### config.mk
export PLATFORM = sky130hd
export DESIGN_NAME = uart_word_tx
export DESIGN_NICKNAME = d
export VERILOG_FILES = /design/src/rtl/uart_word_tx.sv
export SDC_FILE = /design/constraint.sdc
export NUM_CORES = 1
export LEC_CHECK = 0
export BUFFER_PORTS_ARGS = -buffer_cell sky130_fd_sc_hd__clkbuf_2
export CAP_MARGIN = 20
export CORE_MARGIN = 2
export CORE_UTILIZATION = 55
export DETAILED_ROUTE_END_ITERATION = 16
export PLACE_DENSITY = 0.76
export SLEW_MARGIN = 20
export SYNTH_ARGS = -nofsm -noshare
export SYNTH_HDL_FRONTEND = slang
export SYNTH_SLANG_ARGS = --single-unit
### constraint.sdc
create_clock -name CLK -period 2.4 [get_ports CLK]
set_input_delay 0.12 -clock CLK [delete_from_list [all_inputs] [get_ports CLK]]
set_output_delay 0.12 -clock CLK [all_outputs]
set_load 0.05 [all_outputs]
### src/rtl/uart_word_tx.sv
// uart_word_tx: serializes an NBYTES-wide word into 8N1 UART frames, MSB byte first,
// with its own baud timing and a valid/ready handshake.
module uart_word_tx #(
    parameter int CLKS_PER_BIT = 434,
    parameter int NBYTES = 8
) (
    input  logic                CLK,
    input  logic                RST_N,
    input  logic [8*NBYTES-1:0] DATA,
    input  logic                VALID,
    output logic                READY,
    output logic                TXD,
    output logic                BUSY,
    output logic                DONE
);
    localparam int W = 8 * NBYTES;
    typedef enum logic [1:0] {S_IDLE, S_START, S_DATA, S_STOP} state_t;
    state_t       state;
    logic [15:0]  baud;
    logic [2:0]   bit_cnt;
    logic [7:0]   byte_cnt;
    logic [7:0]   shreg;
    logic [W-1:0] word;
    logic [W-1:0] next_word;
    logic         bit_end;
    assign bit_end   = baud == 16'(CLKS_PER_BIT - 1);
    assign next_word = word << 8;
    assign READY     = state == S_IDLE;
    assign BUSY      = ~READY;
    always_ff @(posedge CLK or negedge RST_N) begin
        if (!RST_N) begin
            state    <= S_IDLE;
            baud     <= '0;
            bit_cnt  <= '0;
            byte_cnt <= '0;
            shreg    <= '0;
            word     <= '0;
            TXD      <= 1'b1;
            DONE     <= 1'b0;
        end else begin
            DONE <= 1'b0;
            case (state)
                S_IDLE: if (VALID) begin
                    state    <= S_START;
                    word     <= DATA;
                    shreg    <= DATA[W-1 -: 8];
                    baud     <= '0;
                    bit_cnt  <= '0;
                    byte_cnt <= '0;
                end
                // first START cycle after acceptance only drops TXD, giving the one-cycle latency
                S_START: if (TXD) TXD <= 1'b0;
                else if (bit_end) begin
                    baud  <= '0;
                    state <= S_DATA;
                    TXD   <= shreg[0];
                end else baud <= baud + 16'd1;
                S_DATA: if (bit_end) begin
                    baud    <= '0;
                    shreg   <= {1'b0, shreg[7:1]};
                    bit_cnt <= bit_cnt + 3'd1;
                    if (bit_cnt == 3'd7) begin
                        state <= S_STOP;
                        TXD   <= 1'b1;
                    end else TXD <= shreg[1];
                end else baud <= baud + 16'd1;
                S_STOP: if (bit_end) begin
                    baud <= '0;
                    if (byte_cnt == 8'(NBYTES - 1)) begin
                        state <= S_IDLE;
                        DONE  <= 1'b1;
                    end else begin
                        byte_cnt <= byte_cnt + 8'd1;
                        word     <= next_word;
                        shreg    <= next_word[W-1 -: 8];
                        state    <= S_START;
                        TXD      <= 1'b0;
                    end
                end else baud <= baud + 16'd1;
                default: state <= S_IDLE;
            endcase
        end
    end
endmodule

==> flow_summary.json, run 1 <==
{
  "status": "finished clean",
  "setup_viol": 0,
  "peakVddDrop_uv": 328,
  "route.detailed.drc": 0,
  "power.total_w": 0.00288,
  "syn2layout_area_growth_pct": 16.6,
  "ys_warn_count": 0,
  "seq_area_frac_synth_pct": 49.6,
  "std_cell_rows": 34,
  "drt_iter0_drc": 256,
  "synth_ff_type": "dfrtp_1",
  "core_area_um2": 8590,
  "yosys.cell_types.count": 53,
  "grt_usage_pct": 24.5,
  "drive_gt1_share_pct": 20.0,
  "antenna_found_initial": 0,
  "finClkSkew_ns": 0.0113,
  "rsz0062_at_grt": "no",
  "holdWs_ns": 0.0200,
  "synth.avg_cell_area_um2": 9.65,
  "power_density_nw_per_um2": 516,
  "die_w_um": 97.4,
  "max_freq_mhz": 442,
  "routed_wl_um": 11700,
  "worstPathRequired_ns": 2.68,
  "crit_type": "flip-flop to flip-flop",
  "start_kind": "flip-flop",
  "syn_nets": 575,
  "tightestPinTransition_ns": 0.632,
  "ant_nets": 0,
  "netlist_area_um2": 4800,
  "grt_pass1_wl_um": 19400,
  "cts.sinks": 95,
  "cp-end-kind": "flip-flop",
  "gr-total-overflow": 0,
  "cts_buffer_depth": 2,
  "switchingPower_w": 0.000597,
  "r2r_setup_slack_ns": 0.14,
  "synth_area_leaders": "dfrtp_1, o22ai_1, a21oi_1, a22o_1, ha_1",
  "fillers": 713,
  "yosys.area.top_type": "dfrtp_1",
  "postSynth.asyncResetShare_pct": 100,
  "dp_hpwl_um": 7870,
  "relSlewSlack_pct": 57.5,
  "stdcell_count": 677,
  "yosys-top-cells-count": "o22ai_1, dfrtp_1, a21oi_1",
  "crit_path_max_fanout": 48,
  "p_int_w": 0.00229,
  "power_frac_clock_pct": 40.8,
  "switching_share_pct": 20.7,
  "period_minus_slack_ns": 2.26,
  "p_leak_nw": 2.56,
  "min_path_type": "primary input to flip-flop",
  "diodes": 0,
  "cts_tree": "done",
  "synth-seq-cells": 95,
  "dp_cells": 653,
  "die_h_um": 97.4,
  "pwr-share-seq_pct": 55.4,
  "cap_violations": 0,
  "grt_max_degree": 50,
  "hold_viol": 0,
  "drv_slew": 0,
  "worstPathArrival_ns": 2.55,
  "cts_buffers": 9,
  "power_frac_comb_pct": 3.8,
  "tns_ns": 0,
  "die_area_um2": 9480,
  "portBuffers": 70,
  "clkTransAtPathRegs_ns": 0.09,
  "clk_latency_ns": 0.37,
  "synth_cells": 497,
  "synth-edff-count": 0,
  "io_pins": 71,
  "gp_congestion": 0.925,
  "layout.nets": 644,
  "synth_most_common_cell": "o22ai_1",
  "clockRootBuffer": "clkbuf_8",
  "grt_pass1_vias": 4150,
  "cts-htree-levels": 3,
  "firstDrtPassIters": 5,
  "vias": 4326,
  "min_period_over_period_pct": 94.3,
  "start_util_pct": 55.8,
  "wire_per_inst_um": 17.3,
  "yosysTopAreaCellShare_pct": 49.0,
  "via_per_inst": 6.39
}
==> registers in the layout, indices dropped and copies added, names as in the netlist <==
signal and count:
DONE 1, TXD 1, state 2, baud 16, shreg 8, word 56
byte_cnt 8, bit_cnt 3
==> timing repair <==
| item | 4_1_cts | 5_1_grt |
|---|---|---|
| hold endpoints to repair | 45 | 0 |
| resized for setup | 0 | 3 |
| hold buffers | 9 | 0 |
| setup endpoints to repair | 0 | 9 |
| buffers inserted | 0 | 1 |
==> kinds of logic after synthesis <==
| logic type | synth area share (%) |
|---|---|
| AO/OA/AOI/OAI | 28.2 |
| AND/OR/NAND/NOR | 12.0 |
| flip-flops | 49.6 |
| buffers and inverters | 4.64 |
| adder cells (fa/ha/maj) | 2.87 |
| XOR/XNOR | 1.64 |
| multiplexers | 1.10 |
==> cell type report <==
type | count | area [µm²] | share of cell area [%]
inverters | 11 | 41.3 | 0.738
clock buffers | 11 | 151 | 2.71
multi-input cells | 354 | 2210 | 39.6
repair buffers | 95 | 604 | 10.8
clock inverters | 3 | 67.6 | 1.21
well taps | 108 | 135 | 2.42
flip-flops and latches | 95 | 2380 | 42.5
==> cell usage in the layout (no fill, tap or decap), drive strengths merged, types with 2 or more instances in the layout <==
cell type    Yosys  layout
and2             2       2
nand4           12      12
inv             11      11
o211ai           3       3
a22o            16      16
buf             21      17
nor3             6       6
nand3           14      14
o21ai           24      24
dfrtp           94      94
and3             4       4
nand2b           3       3
and4             3       3
xor2             3       3
mux2             2       2
o2bb2ai          3       3
xnor2            6       6
nor4             5       5
o22ai           97      97
clkbuf          16      80
or3              2       2
dlygate4sd3      0       9
or4              2       2
a21oi           63      63
nand2           30      30
nor2            18      18
ha              11      11
mux2i            3       3
bufinv           0       2
nor2b            4       4
a31o             2       2
a31oi            2       2
==> through the flow <==
| stage | worst slack (ns) | util (%) | area (µm²) |
|---|---|---|---|
| floorplan | 0.0819 | - | 4800 |
| global placement | 0.289 | 61.3 | 5270 |
| detailed placement | 0.166 | 61.3 | 5270 |
| CTS | 0.144 | 64.9 | 5580 |
| global route | 0.00157 | 65.1 | 5590 |
| finish | 0.136 | 65.1 | 5590 |
==> power groups by stage <==
| stage | combinational, W | sequential [W] | clock (W) |
|---|---|---|---|
| 3_3_place_gp | 0.0000993 | 0.00163 | 0 |
| 6_report | 0.000109 | 0.00160 | 0.00118 |
| 5_1_grt | 0.000123 | 0.00160 | 0.00124 |
| 3_5_place_dp | 0.000101 | 0.00163 | 0 |
| 4_1_cts | 0.000112 | 0.00160 | 0.00118 |
| 2_1_floorplan | 0.00000433 | 0.00163 | 0 |
==> critical path, stage by stage (launching register included) <==
cell      delay (ns)
dfrtp_1         0.42
inv_1           0.18
ha_2            0.33
mux2_2          0.37
a21boi_4        0.17
nand2_1         0.16
buf_12          0.23
o22ai_1         0.13
a21oi_1         0.17
==> routing by layer <==
layer / vias to the layer above / part of all wire (%) / GRT usage [%]
met5: - / 0 / 0
met4: 0 / 1.8 / 9.29
met3: 22 / 4.8 / 4.17
met2: 141 / 49 / 39.7
met1: 2113 / 44 / 33.3
li1: 2050 / - / -
==> worst paths after layout <==
check,depth (start not counted),to,start
max reg2reg,8,word[32],state[0]
min,3,word[54],DATA[54]
max,8,word[32],state[0]
min reg2reg,2,shreg[4],shreg[4]
max in group asynchronous,3,word[11],RST_N
min in group asynchronous,2,shreg[5],RST_N
No activity file was read; power rests on OpenSTA's default activity.
==> run 2: changes to the inputs <==
==> constraint.sdc (replaced) <==
create_clock -name CLK -period 2.4 [get_ports CLK]
set_input_delay 0.24 -clock CLK [delete_from_list [all_inputs] [get_ports CLK]]
set_output_delay 0.24 -clock CLK [all_outputs]
set_load 0.05 [all_outputs]
==> run 2 against run 1 <==
  * Clock power fell by 16%
  * Utilization fell by 1.6 points
  * Sequential power barely moved
  * Cell count fell by 1.2%
  * Critical path depth did not move
  * Power fell by 6.8%
  * Via count fell by 0.46%
  * Global-route usage rose by 0.71 points
  * Worst hold slack improved by 0.083 ns
  * Critical endpoint is now shreg[7]
  * Largest power group unchanged
==> flow_summary.json, run 2 (synthesized netlist as in run 1, its figures left out) <==
{
  "drv_slew": 0,
  "diodes": 0,
  "worstReg2RegStart": "baud[1]",
  "crit_path_max_fanout": 27,
  "seq_area_um2": 2380,
  "cp-end-kind": "flip-flop",
  "wire_per_inst_um": 17.6,
  "p_leak_nw": 2.51,
  "vias": 4306,
  "most-common-layout-cells": "o22ai_1, dfrtp_1, clkbuf_2",
  "cts.sinks": 95,
  "die_area_um2": 9480,
  "finClkSkew_ns": 0.0100,
  "clkTransAtPathRegs_ns": 0.09,
  "via_per_inst": 6.44,
  "die_w_um": 97.4,
  "setup_viol": 0,
  "worstPathRequired_ns": 2.62,
  "route.detailed.drc": 0,
  "period_minus_slack_ns": 2.26,
  "ctsResizeCount": 0,
  "status": "finished clean",
  "cap_violations": 0,
  "worst_slack_ns": 0.143,
  "dp_hpwl_um": 7970,
  "firstDrtPassIters": 5,
  "syn2layout_area_growth_pct": 13.7,
  "mostFrequentLayoutCell": "o22ai_1",
  "grt_pass1_vias": 4216,
  "gp_congestion": 0.902,
  "ant_nets": 0,
  "start_kind": "flip-flop",
  "hold_viol": 0,
  "multi_input_area_um2": 2210,
  "routed_wl_um": 11800,
  "cts_buffers": 9,
  "io_pins": 71,
  "drive_gt1_share_pct": 20.1,
  "relSlewSlack_pct": 48.5,
  "start_util_pct": 55.8,
  "largest_reg_flops": 56,
  "std_cell_rows": 34,
  "place_ws_ns": 0.0808,
  "drt_iter0_drc": 319,
  "tns_ns": 0,
  "min_period_over_period_pct": 94.0,
  "reg_top3": "word: 56 flops, baud: 16 flops",
  "stdcell_count": 669,
  "crit_start": "baud[1]",
  "grt_usage_pct": 25.2,
  "grt_pass1_wl_um": 19700,
  "min_path_type": "primary input to flip-flop",
  "portBuffers": 70,
  "worstPathArrival_ns": 2.48,
  "hold_depth": 2,
  "clk_latency_ns": 0.36,
  "largest-register": "word",
  "clockRootBuffer": "clkbuf_8",
  "dp_cells": 651,
  "peakVddDrop_uv": 262,
  "crit_end": "shreg[7]",
  "core_area_um2": 8590,
  "power_density_nw_per_um2": 493,
  "layout.nets": 634,
  "rsz0062_at_grt": "no",
  "gr-total-overflow": 0,
  "grt_max_degree": 70,
  "cts-htree-levels": 3,
  "max_freq_mhz": 443,
  "die_h_um": 97.4,
  "antenna_found_initial": 0,
  "tightestPinTransition_ns": 0.768,
  "fillers": 713,
  "cts_tree": "done",
  "reg2reg_to": "shreg[7]",
  "r2r_setup_slack_ns": 0.14,
  "crit_type": "flip-flop to flip-flop",
  "rr_worst_depth": 8,
  "cts_buffer_depth": 2
}
==> run 2: cell type report <==
| type | count | area share, % |
|---|---|---|
| tap | 108 | 2.48 |
| clock buffer | 11 | 2.78 |
| sequential | 95 | 43.6 |
| multi-input combinational | 354 | 40.5 |
| timing repair buffer | 85 | 9.27 |
| inverter | 11 | 0.757 |
| clock inverter | 5 | 0.596 |
==> run 2: routing by layer <==
metal / up-vias / global-route usage [%] / wire [µm]
met1: 2097 / 34.7 / 5290
met3: 23 / 5.04 / 639
met2: 149 / 40.1 / 5600
met4: 0 / 8.97 / 250
li1: 2037 / - / -
met5: - / 0 / 0
==> run 2: power by group <==
group          internal (W)   total, W  switching [W]  leakage [nW]
registers           0.00160    0.00160              0          1.26
logic             0.0000465  0.0000966      0.0000501          1.15
clock network      0.000432   0.000992       0.000560        0.0991
==> run 2: timing repair <==
action / 4_1_cts / 5_1_grt
setup endpoints to repair: 0 / 7
hold endpoints to repair: 26 / 0
hold buffers: 1 / 0
setup buffers: 0 / 1
==> run 2: worst max-delay path: stages (launching register included) <==
cell and delay [ns]:
dfrtp_1 0.42, inv_1 0.09, ha_1 0.15, nor3b_1 0.33
and4_2 0.46, buf_4 0.35, nand4_1 0.13, o31ai_1 0.10
a311oi_1 0.08
==> run 2: per-stage QoR <==
| step | hold WS, ns | total power, W | util (%) | cell area [µm²] |
|---|---|---|---|---|
| 2_1_floorplan | -0.0556 | 0.00164 | - | 4800 |
| 3_5_place_dp | 0.177 | 0.00173 | 61.1 | 5250 |
| 6_report | 0.103 | 0.00269 | 63.5 | 5450 |
| 5_1_grt | 0.0867 | 0.00278 | 63.5 | 5450 |
| 4_1_cts | 0.0798 | 0.00272 | 63.4 | 5450 |
| 3_3_place_gp | 0.174 | 0.00173 | 61.1 | 5250 |
==> run 2: worst min path at each step <==
stage                  from        to
finish              DATA[7]   word[7]
floorplan             RST_N      DONE
global route        DATA[6]   word[6]
global placement      RST_N  shreg[4]
detailed placement    RST_N  shreg[4]
CTS                 DATA[6]   word[6]
==> run 3: changes to the inputs <==
--- a/config.mk
+++ b/config.mk
@@ -5,7 +5,7 @@
 export SDC_FILE = /design/constraint.sdc
 export NUM_CORES = 1
 export LEC_CHECK = 0
-export BUFFER_PORTS_ARGS = -buffer_cell sky130_fd_sc_hd__clkbuf_2
+export BUFFER_PORTS_ARGS = -buffer_cell sky130_fd_sc_hd__buf_2
 export CAP_MARGIN = 20
 export CORE_MARGIN = 2
 export CORE_UTILIZATION = 55
==> run 3 against run 2 <==
  * Flip-flop and latch count did not move
  * Global-route usage rose by 0.11 points
  * Fmax rose by 0.69%
  * Power fell by 0.21%
  * Sequential power barely moved
  * Non-clock buffer count rose by 1
  * Clock-buffer cell count fell by 1
  * Critical path type unchanged
  * Largest cell class unchanged
  * Highest routed layer unchanged
==> flow_summary.json, run 3 (synthesized netlist as in run 1, its figures left out) <==
{
  "status": "finished clean",
  "drt_iter0_drc": 250,
  "slowest_stage": "nor4_1",
  "min_path_type": "primary input to flip-flop",
  "largest-register": "word",
  "crit_path_max_fanout": 38,
  "cts_buffers": 9,
  "ant_nets": 0,
  "rr_worst_depth": 7,
  "grt_usage_pct": 25.3,
  "p_leak_nw": 2.50,
  "dp_hpwl_um": 7930,
  "rsz0062_at_grt": "no",
  "tns_ns": 0,
  "antenna_found_initial": 0,
  "max_freq_mhz": 446,
  "reg2reg_to": "shreg[7]",
  "postLayoutCoreUtil_pct": 63.8,
  "cts_buffer_depth": 2,
  "multi_input_area_um2": 2220,
  "io_pins": 71,
  "die_h_um": 97.4,
  "power_frac_clock_pct": 36.7,
  "grt_pass1_vias": 4202,
  "worstPathRequired_ns": 2.63,
  "firstDrtPassIters": 5,
  "power_density_nw_per_um2": 489,
  "cts_tree": "done",
  "holdPathEnd": "word[7]",
  "hold_viol": 0,
  "start_util_pct": 55.8,
  "syn2layout_area_growth_pct": 14.3,
  "period_minus_slack_ns": 2.24,
  "die_w_um": 97.4,
  "slowest_delay_ns": 0.48,
  "worstReg2RegStart": "baud[6]",
  "setup_viol": 0,
  "path_buf_inv": 2,
  "cp_cell_sequence": "nor4_1 > and4_2 > buf_12 > buf_4 > nand4_1 > o31ai_1 > a311oi_1",
  "pwr-share-seq_pct": 59.6,
  "peakVddDrop_uv": 380,
  "relSlewSlack_pct": 53.4,
  "vias": 4315,
  "grt_pass1_wl_um": 19700,
  "largest_reg_flops": 56,
  "stdcell_count": 669,
  "switching_share_pct": 23.3,
  "portBuffers": 70,
  "placed_area_um2": 5260,
  "routed_wl_um": 11700,
  "clockRootBuffer": "clkbuf_8",
  "gp_congestion": 0.917,
  "seq_area_um2": 2380,
  "min_period_over_period_pct": 93.4,
  "power_frac_comb_pct": 3.6,
  "cp-end-kind": "flip-flop",
  "p_int_w": 0.00206,
  "clkTransAtPathRegs_ns": 0.10,
  "tightestPinTransition_ns": 0.694,
  "finClkSkew_ns": 0.0210,
  "dp_cells": 652,
  "wire_per_inst_um": 17.4,
  "design_area_um2": 5480,
  "hold_depth": 2,
  "cpLargestDelayFamily": "simple AND/OR/NAND/NOR gates",
  "reg_top3": "word: 56 flops, baud: 16 flops",
  "layout.nets": 635,
  "cts-htree-levels": 3,
  "die_area_um2": 9480,
  "worstPathArrival_ns": 2.47,
  "switchingPower_w": 0.000626,
  "start_kind": "flip-flop",
  "drv_slew": 0,
  "route.detailed.drc": 0,
  "mostFrequentLayoutCell": "o22ai_1",
  "cts.sinks": 95,
  "cap_violations": 0,
  "clk_latency_ns": 0.37,
  "grt_max_degree": 55,
  "via_per_inst": 6.45,
  "std_cell_rows": 34,
  "crit_type": "flip-flop to flip-flop",
  "core_area_um2": 8590,
  "gr-total-overflow": 0,
  "most-common-layout-cells": "o22ai_1, dfrtp_1, buf_2",
  "worstHoldStart": "DATA[7]",
  "diodes": 0,
  "fillers": 740,
  "r2r_setup_slack_ns": 0.16,
  "drive_gt1_share_pct": 20.5
}
## run 3: worst max path at each step
stage / start / slack [ns] / depth (start not counted) / to
2_1_floorplan: state[0] / 0.08 / 10 / word[10]
3_3_place_gp: state[0] / 0.22 / 6 / shreg[1]
3_5_place_dp: state[0] / 0.14 / 8 / byte_cnt[4]
4_1_cts: state[1] / 0.12 / 8 / byte_cnt[4]
5_1_grt: baud[6] / 0.02 / 7 / shreg[7]
6_report: baud[6] / 0.16 / 7 / shreg[7]
## run 3: layer usage
layer,part of all wire (%),vias to the layer above,global-route usage (%)
met2,49,155,39.8
li1,-,2044,-
met3,5.3,20,5.40
met4,1.9,0,9.51
met1,44,2096,34.8
met5,0,-,0
## run 3: what timing repair did
action,4_1_cts,5_1_grt
resized for setup,0,3
hold buffers,1,0
setup endpoints to repair,0,36
setup buffers,0,1
hold endpoints to repair,52,0
## run 3: stage by stage
step	hold WS (ns)	setup WS (ns)	power (W)
3_5_place_dp	0.342	0.137	0.00173
5_1_grt	0.0885	0.0162	0.00276
2_1_floorplan	-0.0556	0.0819	0.00164
6_report	0.0938	0.159	0.00268
3_3_place_gp	0.334	0.216	0.00173
4_1_cts	0.0865	0.120	0.00270
## run 3: area by class of cell
cell class	count	area share (%)
clock inverters	5	0.730
clock buffers	10	2.51
well taps	108	2.46
flip-flops and latches	95	43.4
inverters	11	0.753
repair buffers	86	9.65
multi-input cells	354	40.5
## run 3: power by group through the flow
stage | clock network [W] | registers, W | logic [W]
finish | 0.000985 | 0.00160 | 0.0000979
global route | 0.00105 | 0.00160 | 0.000111
CTS | 0.00100 | 0.00160 | 0.000101
detailed placement | 0 | 0.00163 | 0.0000992
global placement | 0 | 0.00163 | 0.0000984
floorplan | 0 | 0.00163 | 0.00000433
